==> src/rtl/tx_delay_pulser.sv <==
// Transmit focusing delay plus bipolar pulse generator for one beamformer channel.
// A LUT holds one delay per focal zone; each fire waits, pulses, damps and reports done.
module tx_delay_pulser #(
  parameter int ADDR_WD = 7,
  parameter int DLY_WD  = 12,
  parameter int HALF_WD = 6,
  parameter int CYC_WD  = 4
) (
  input  logic               clk,
  input  logic               rst,
  input  logic [ADDR_WD-1:0] lut_addr,
  input  logic [DLY_WD-1:0]  lut_din,
  input  logic               lut_we,
  input  logic [ADDR_WD-1:0] zone_sel,
  input  logic [HALF_WD-1:0] half_period,
  input  logic [CYC_WD-1:0]  num_cycles,
  input  logic               fire,
  input  logic               abort,
  output logic               tx_en,
  output logic               pulse_p,
  output logic               pulse_n,
  output logic               busy,
  output logic               done
);

  typedef enum logic [2:0] {
    S_IDLE,
    S_LOAD,
    S_DELAY,
    S_PULSE,
    S_DAMP,
    S_FIN
  } state_t;

  state_t state_q, state_d;

  logic [DLY_WD-1:0]  lut_mem [2**ADDR_WD];
  logic [DLY_WD-1:0]  rd_data_q, rd_data_d;
  logic [DLY_WD-1:0]  dly_cnt_q, dly_cnt_d;
  logic [DLY_WD-1:0]  dly_val;
  logic [ADDR_WD-1:0] zone_q, zone_d;
  logic [HALF_WD-1:0] half_q, half_d;
  logic [HALF_WD-1:0] half_cnt_q, half_cnt_d;
  logic [HALF_WD-1:0] heff_m1;
  logic [CYC_WD-1:0]  ncyc_q, ncyc_d;
  logic [CYC_WD-1:0]  cyc_cnt_q, cyc_cnt_d;
  logic               phase_q, phase_d;
  logic               tx_en_q, tx_en_d;
  logic               pulse_p_q, pulse_p_d;
  logic               pulse_n_q, pulse_n_d;
  logic               busy_q, busy_d;
  logic               done_q, done_d;

  // LUT contents survive reset; writes are accepted in every state.
  always_ff @(posedge clk) begin
    if (lut_we) begin
      lut_mem[lut_addr] <= lut_din;
    end
  end

  // Write-first on the LOAD edge: a same-zone write lands directly in D.
  assign dly_val = (lut_we && (lut_addr == zone_q)) ? lut_din : rd_data_q;
  assign heff_m1 = (half_q == '0) ? '0 : half_q - 1'b1;

  always_comb begin
    state_d    = state_q;
    zone_d     = zone_q;
    half_d     = half_q;
    ncyc_d     = ncyc_q;
    rd_data_d  = rd_data_q;
    dly_cnt_d  = dly_cnt_q;
    half_cnt_d = half_cnt_q;
    cyc_cnt_d  = cyc_cnt_q;
    phase_d    = phase_q;

    unique case (state_q)
      S_IDLE: begin
        if (fire && !abort) begin
          state_d   = S_LOAD;
          zone_d    = zone_sel;
          half_d    = half_period;
          ncyc_d    = num_cycles;
          rd_data_d = (lut_we && (lut_addr == zone_sel)) ? lut_din : lut_mem[zone_sel];
        end
      end
      S_LOAD: begin
        if (dly_val != '0) begin
          state_d   = S_DELAY;
          dly_cnt_d = dly_val - 1'b1;
        end else begin
          state_d    = (ncyc_q != '0) ? S_PULSE : S_DAMP;
          half_cnt_d = heff_m1;
          phase_d    = 1'b0;
          cyc_cnt_d  = ncyc_q - 1'b1;
        end
      end
      S_DELAY: begin
        if (dly_cnt_q == '0) begin
          state_d    = (ncyc_q != '0) ? S_PULSE : S_DAMP;
          half_cnt_d = heff_m1;
          phase_d    = 1'b0;
          cyc_cnt_d  = ncyc_q - 1'b1;
        end else begin
          dly_cnt_d = dly_cnt_q - 1'b1;
        end
      end
      S_PULSE: begin
        // phase 0 drives the positive half, phase 1 the negative half.
        if (half_cnt_q != '0) begin
          half_cnt_d = half_cnt_q - 1'b1;
        end else if (!phase_q) begin
          phase_d    = 1'b1;
          half_cnt_d = heff_m1;
        end else if (cyc_cnt_q == '0) begin
          state_d    = S_DAMP;
          phase_d    = 1'b0;
          half_cnt_d = heff_m1;
        end else begin
          cyc_cnt_d  = cyc_cnt_q - 1'b1;
          phase_d    = 1'b0;
          half_cnt_d = heff_m1;
        end
      end
      S_DAMP: begin
        if (half_cnt_q == '0) begin
          state_d = S_FIN;
        end else begin
          half_cnt_d = half_cnt_q - 1'b1;
        end
      end
      S_FIN: begin
        state_d = S_IDLE;
      end
      default: begin
        state_d = S_IDLE;
      end
    endcase

    if (abort && (state_q != S_IDLE)) begin
      state_d = S_IDLE;
    end

    // Outputs are registered images of the next state so they change on the state edge.
    tx_en_d   = (state_d == S_LOAD) || (state_d == S_DELAY) ||
                (state_d == S_PULSE) || (state_d == S_DAMP);
    pulse_p_d = (state_d == S_PULSE) && !phase_d;
    pulse_n_d = (state_d == S_PULSE) && phase_d;
    busy_d    = (state_d != S_IDLE);
    done_d    = (state_d == S_FIN);
  end

  always_ff @(posedge clk) begin
    if (rst) begin
      state_q    <= S_IDLE;
      zone_q     <= '0;
      half_q     <= '0;
      ncyc_q     <= '0;
      rd_data_q  <= '0;
      dly_cnt_q  <= '0;
      half_cnt_q <= '0;
      cyc_cnt_q  <= '0;
      phase_q    <= 1'b0;
      tx_en_q    <= 1'b0;
      pulse_p_q  <= 1'b0;
      pulse_n_q  <= 1'b0;
      busy_q     <= 1'b0;
      done_q     <= 1'b0;
    end else begin
      state_q    <= state_d;
      zone_q     <= zone_d;
      half_q     <= half_d;
      ncyc_q     <= ncyc_d;
      rd_data_q  <= rd_data_d;
      dly_cnt_q  <= dly_cnt_d;
      half_cnt_q <= half_cnt_d;
      cyc_cnt_q  <= cyc_cnt_d;
      phase_q    <= phase_d;
      tx_en_q    <= tx_en_d;
      pulse_p_q  <= pulse_p_d;
      pulse_n_q  <= pulse_n_d;
      busy_q     <= busy_d;
      done_q     <= done_d;
    end
  end

  assign tx_en   = tx_en_q;
  assign pulse_p = pulse_p_q;
  assign pulse_n = pulse_n_q;
  assign busy    = busy_q;
  assign done    = done_q;

endmodule
==> config.mk <==
export PLATFORM = sky130hd
export DESIGN_NAME = tx_delay_pulser
export DESIGN_NICKNAME = d
export VERILOG_FILES = /design/src/rtl/tx_delay_pulser.sv
export SDC_FILE = /design/constraint.sdc
export NUM_CORES = 2
export LEC_CHECK = 0
export ABC_AREA = 0
export CORE_UTILIZATION = 40
export CTS_BUF_LIST = sky130_fd_sc_hd__clkbuf_16
export DETAILED_ROUTE_END_ITERATION = 12
export PLACE_DENSITY = 0.59
export REMOVE_ABC_BUFFERS = 1
export SYNTH_ARGS = -nofsm -noshare
export SYNTH_HDL_FRONTEND = slang
export SYNTH_SLANG_ARGS = --single-unit
==> constraint.sdc <==
create_clock -name clk -period 8.1 [get_ports clk]
set_input_delay 2.025 -clock clk [delete_from_list [all_inputs] [get_ports clk]]
set_output_delay 2.025 -clock clk [all_outputs]
set_load 0.05 [all_outputs]
==> impl_metrics.csv <==
group,metric,value,unit
clock_network,cts_sinks,1596,
yosys,yosysWarningCount,0,
clock_network,cts_tree,"yes",
timing,setup_ws,2895,ps
status,status,"finished, violations left",
global_route,grt_pass1_wl,218400,µm
timing,tightest_slew,1356,ps
yosys,synth_edf_count,1536,
clock_network,ctsResizeCount,0,
yosys,ys_seq_area_share,75.83,%
critical_path,rrSetupSlack,4520,ps
critical_path,max_stage_delay,1080,ps
place,dpl_worst_slack,2197,ps
yosys,ys_top_cells_by_count,"edfxtp_1 (1536), mux4_2 (480), nor2_1 (173)",
pwr,total_power,17450,µW
pwr,p_leak,0.02171,µW
run,drv_cap,0,
drt,vias,29600,
clock_network,cts-root-buf,"clkbuf_16",
place,gp_congestion,0.8717,
clock_network,hold_buffers,0,
min_path,holdPathStages,2,
drt,drt_iter0_markers,3344,
pwr,vdd_ir_drop_max,0.0002149,V
drt,dr.pass1.iters,9,
drt,wl_met2,74580,µm
final_layout,drive_gt1_share,27.25,%
yosys,synth.avg_cell_area,21.87,µm²
min_path,hp-class,"reg2reg",
final_layout,fin_nets,3036,
die,io_pins,46,
critical_path,cp_max_fo,25,
timing,setup_viol,0,
critical_path,worstSetupStartpointType,"primary input",
clock_network,htreeDepth,4,
critical_path,rr_endpoint,"half_cnt_q[2]",
timing,fin_setup_tns,0,ps
timing,hold_viol_final,0,
die,start_util,40.42,%
global_route,grt_max_degree,123,
yosys,syn-instance-count,2854,
final_layout,syn_to_final_growth,12.69,%
yosys,synth_most_common_cell,"edfxtp_1",
global_route,grt_pass1_vias,30150,
timing,rsz0062_at_grt,"no",
final_layout,fill_cells,12670,
place,dp_hpwl,92570,µm
critical_path,crit_type,"in2reg",
timing,period_share,64.26,%
drt,drc_errors,12,
timing,fin_worst_skew,16.43,ps
global_route,grt_antenna_before_repair,8,
place,io_buffers,45,
critical_path,r2r_start,"zone_q[3]",
drt,wl,151500,µm
yosys,ys_async_sr_fraction,0,%
critical_path,worstPathArrival,5840,ps
status,violations,"DRC",
critical_path,end_kind,"flip-flop",
yosys,synth_seq_cells,1596,
critical_path,cpMaxStageDelayCell,"o31ai_1",
clock_network,cts_setup_buffers,0,
drt,antenna_left,0,
global_route,grtUsageTotal,19.37,%
yosys,netlist_area,62410,µm²
timing,finalCriticalPeriod,5205,ps
critical_path,cp.required,8730,ps
yosys,synth_top_area_cell,"edfxtp_1",
yosys,yosysUniqueCellTypes,70,
clock_network,cts_buffers,158,
die,fp.dieH,397.0,µm
yosys,synth_top_area_share,73.90,%
critical_path,path_cells,"clkdlybuf4s50_1, xnor2_1, nand4bb_1, o211ai_2, nand3_2, o31ai_1, o21ai_0, a22oi_1, nor2_1",
critical_path,worstRegToRegCells,8,
die,die-area,157600,µm²
die,row_count,144,
drt,viasPerCell,5.735,
drt,top_layer_used,"met5",
timing,maxSlewHeadroom,9.278,%
critical_path,cp-startpoint,"lut_addr[2]",
clock_network,cts_max_path_buffers,3,
drt,wirelength_met1,62250,µm
pwr,p_per_area,248.1,nW/µm²
final_layout,postLayoutCoreUtil,45.55,%
die,core-area,154400,µm²
clock_network,clkTransAtPathRegs,60,ps
die,fp.dieW,397.0,µm
drt,wl_per_cell,29.36,µm
drt,wl_met3,11040,µm
timing,slew_violations,0,
timing,fmax,192.1,MHz
global_route,grt_overflow,0,
yosys,synth_area_leaders,"edfxtp_1 (74%), mux4_2 (17%), dfxtp_1 (1.9%)",
min_path,whs_endpoint,"ncyc_q[0]",
yosys,synth_flop_cell,"edfxtp_1",
clock_network,clk_latency,770,ps
min_path,worstHoldStart,"ncyc_q[0]",
## logic make-up (layout without fill, tap and decap cells)
group	after synthesis	count (layout)	synth area share, %
buf+inv	177	435	1.323
other cells	0	5	0
fa+ha+maj	7	7	0.1363
xor+xnor	26	26	0.4009
flops	1596	1596	75.83
simple gates	379	379	2.801
compound gates	168	168	1.854
mux	501	501	17.66
## cell type report
| class | count | area, µm² | area share [%] |
|---|---|---|---|
| Sequential cell | 1596 | 47330 | 67.29 |
| Multi-Input combinational cell | 1081 | 14320 | 20.36 |
| Clock buffer | 161 | 4029 | 5.728 |
| Tap cell | 2044 | 2557 | 3.636 |
| Timing Repair Buffer | 136 | 1202 | 1.710 |
| Clock inverter | 122 | 827.0 | 1.176 |
| Inverter | 16 | 60.06 | 0.08539 |
| Antenna cell | 5 | 12.51 | 0.01779 |
## per-layer routing
layer | global-route usage, % | up-vias
li1 | - | 12320
met1 | 26.71 | 15890
met2 | 31.51 | 1175
met4 | 5.578 | 6
met5 | 0 | -
met3 | 3.596 | 212
## placed cells by master (no fill, tap or decap), types with 12 or more instances in the layout
cell             netlist  final
nor3_1                18     17
edfxtp_1            1536   1536
clkbuf_16              0    161
o21ai_0               36     36
nor4_1                13     13
mux2i_1               20     20
nor2_2                 0     13
xnor2_1               12     12
inv_1                 16     52
a211oi_1              19     19
nand3_1               31     30
nand2_1               83     79
buf_4                 17     95
clkinv_2               0     25
a22oi_1               30     30
dfxtp_1               60     60
mux4_2               480    480
a21oi_1               30     30
clkinv_1               0     31
nor2_1               173    160
clkdlybuf4s50_1        0     28
## critical path, delay by kind of cell
kind	cells	cell delay (ps)
AO/OA/AOI/OAI	4	1900
AND/OR/NAND/NOR	3	910
buffers and inverters	1	790
XOR/XNOR	1	200
## power breakdown
| group | total [µW] | internal, µW | switching, µW |
|---|---|---|---|
| Clock | 6910 | 3840 | 3070 |
| Sequential | 9210 | 9130 | 77.1 |
| Combinational | 1330 | 506 | 825 |
## per-stage QoR
stage | hold WS, ps | area [µm²] | std cells
global route | 513.0 | 70320 | 5156
finish | 488.6 | 70330 | 5161
CTS | 481.2 | 70290 | 5154
detailed placement | 473.3 | 65440 | 4871
global placement | 475.8 | 65420 | 4870
floorplan | 442.0 | 61650 | 2693
## flip-flops by register name (all words and copies together) (netlist names), 3 cells and up
signal / count
zone_q: 7
half_cnt_q: 6
ncyc_q: 4
lut_mem: 1536
dly_cnt_q: 12
state_q: 3
half_q: 6
rd_data_q: 12
cyc_cnt_q: 4
## worst max path at each step
stage,to,slack (ps)
after floorplan,half_cnt_q[2],3620
after global placement,half_cnt_q[2],2260
after detailed placement,half_cnt_q[5],2200
after CTS,half_cnt_q[5],3050
after global routing,half_cnt_q[2],2530
final,half_cnt_q[2],2890
(Power assumes the default switching activity.)
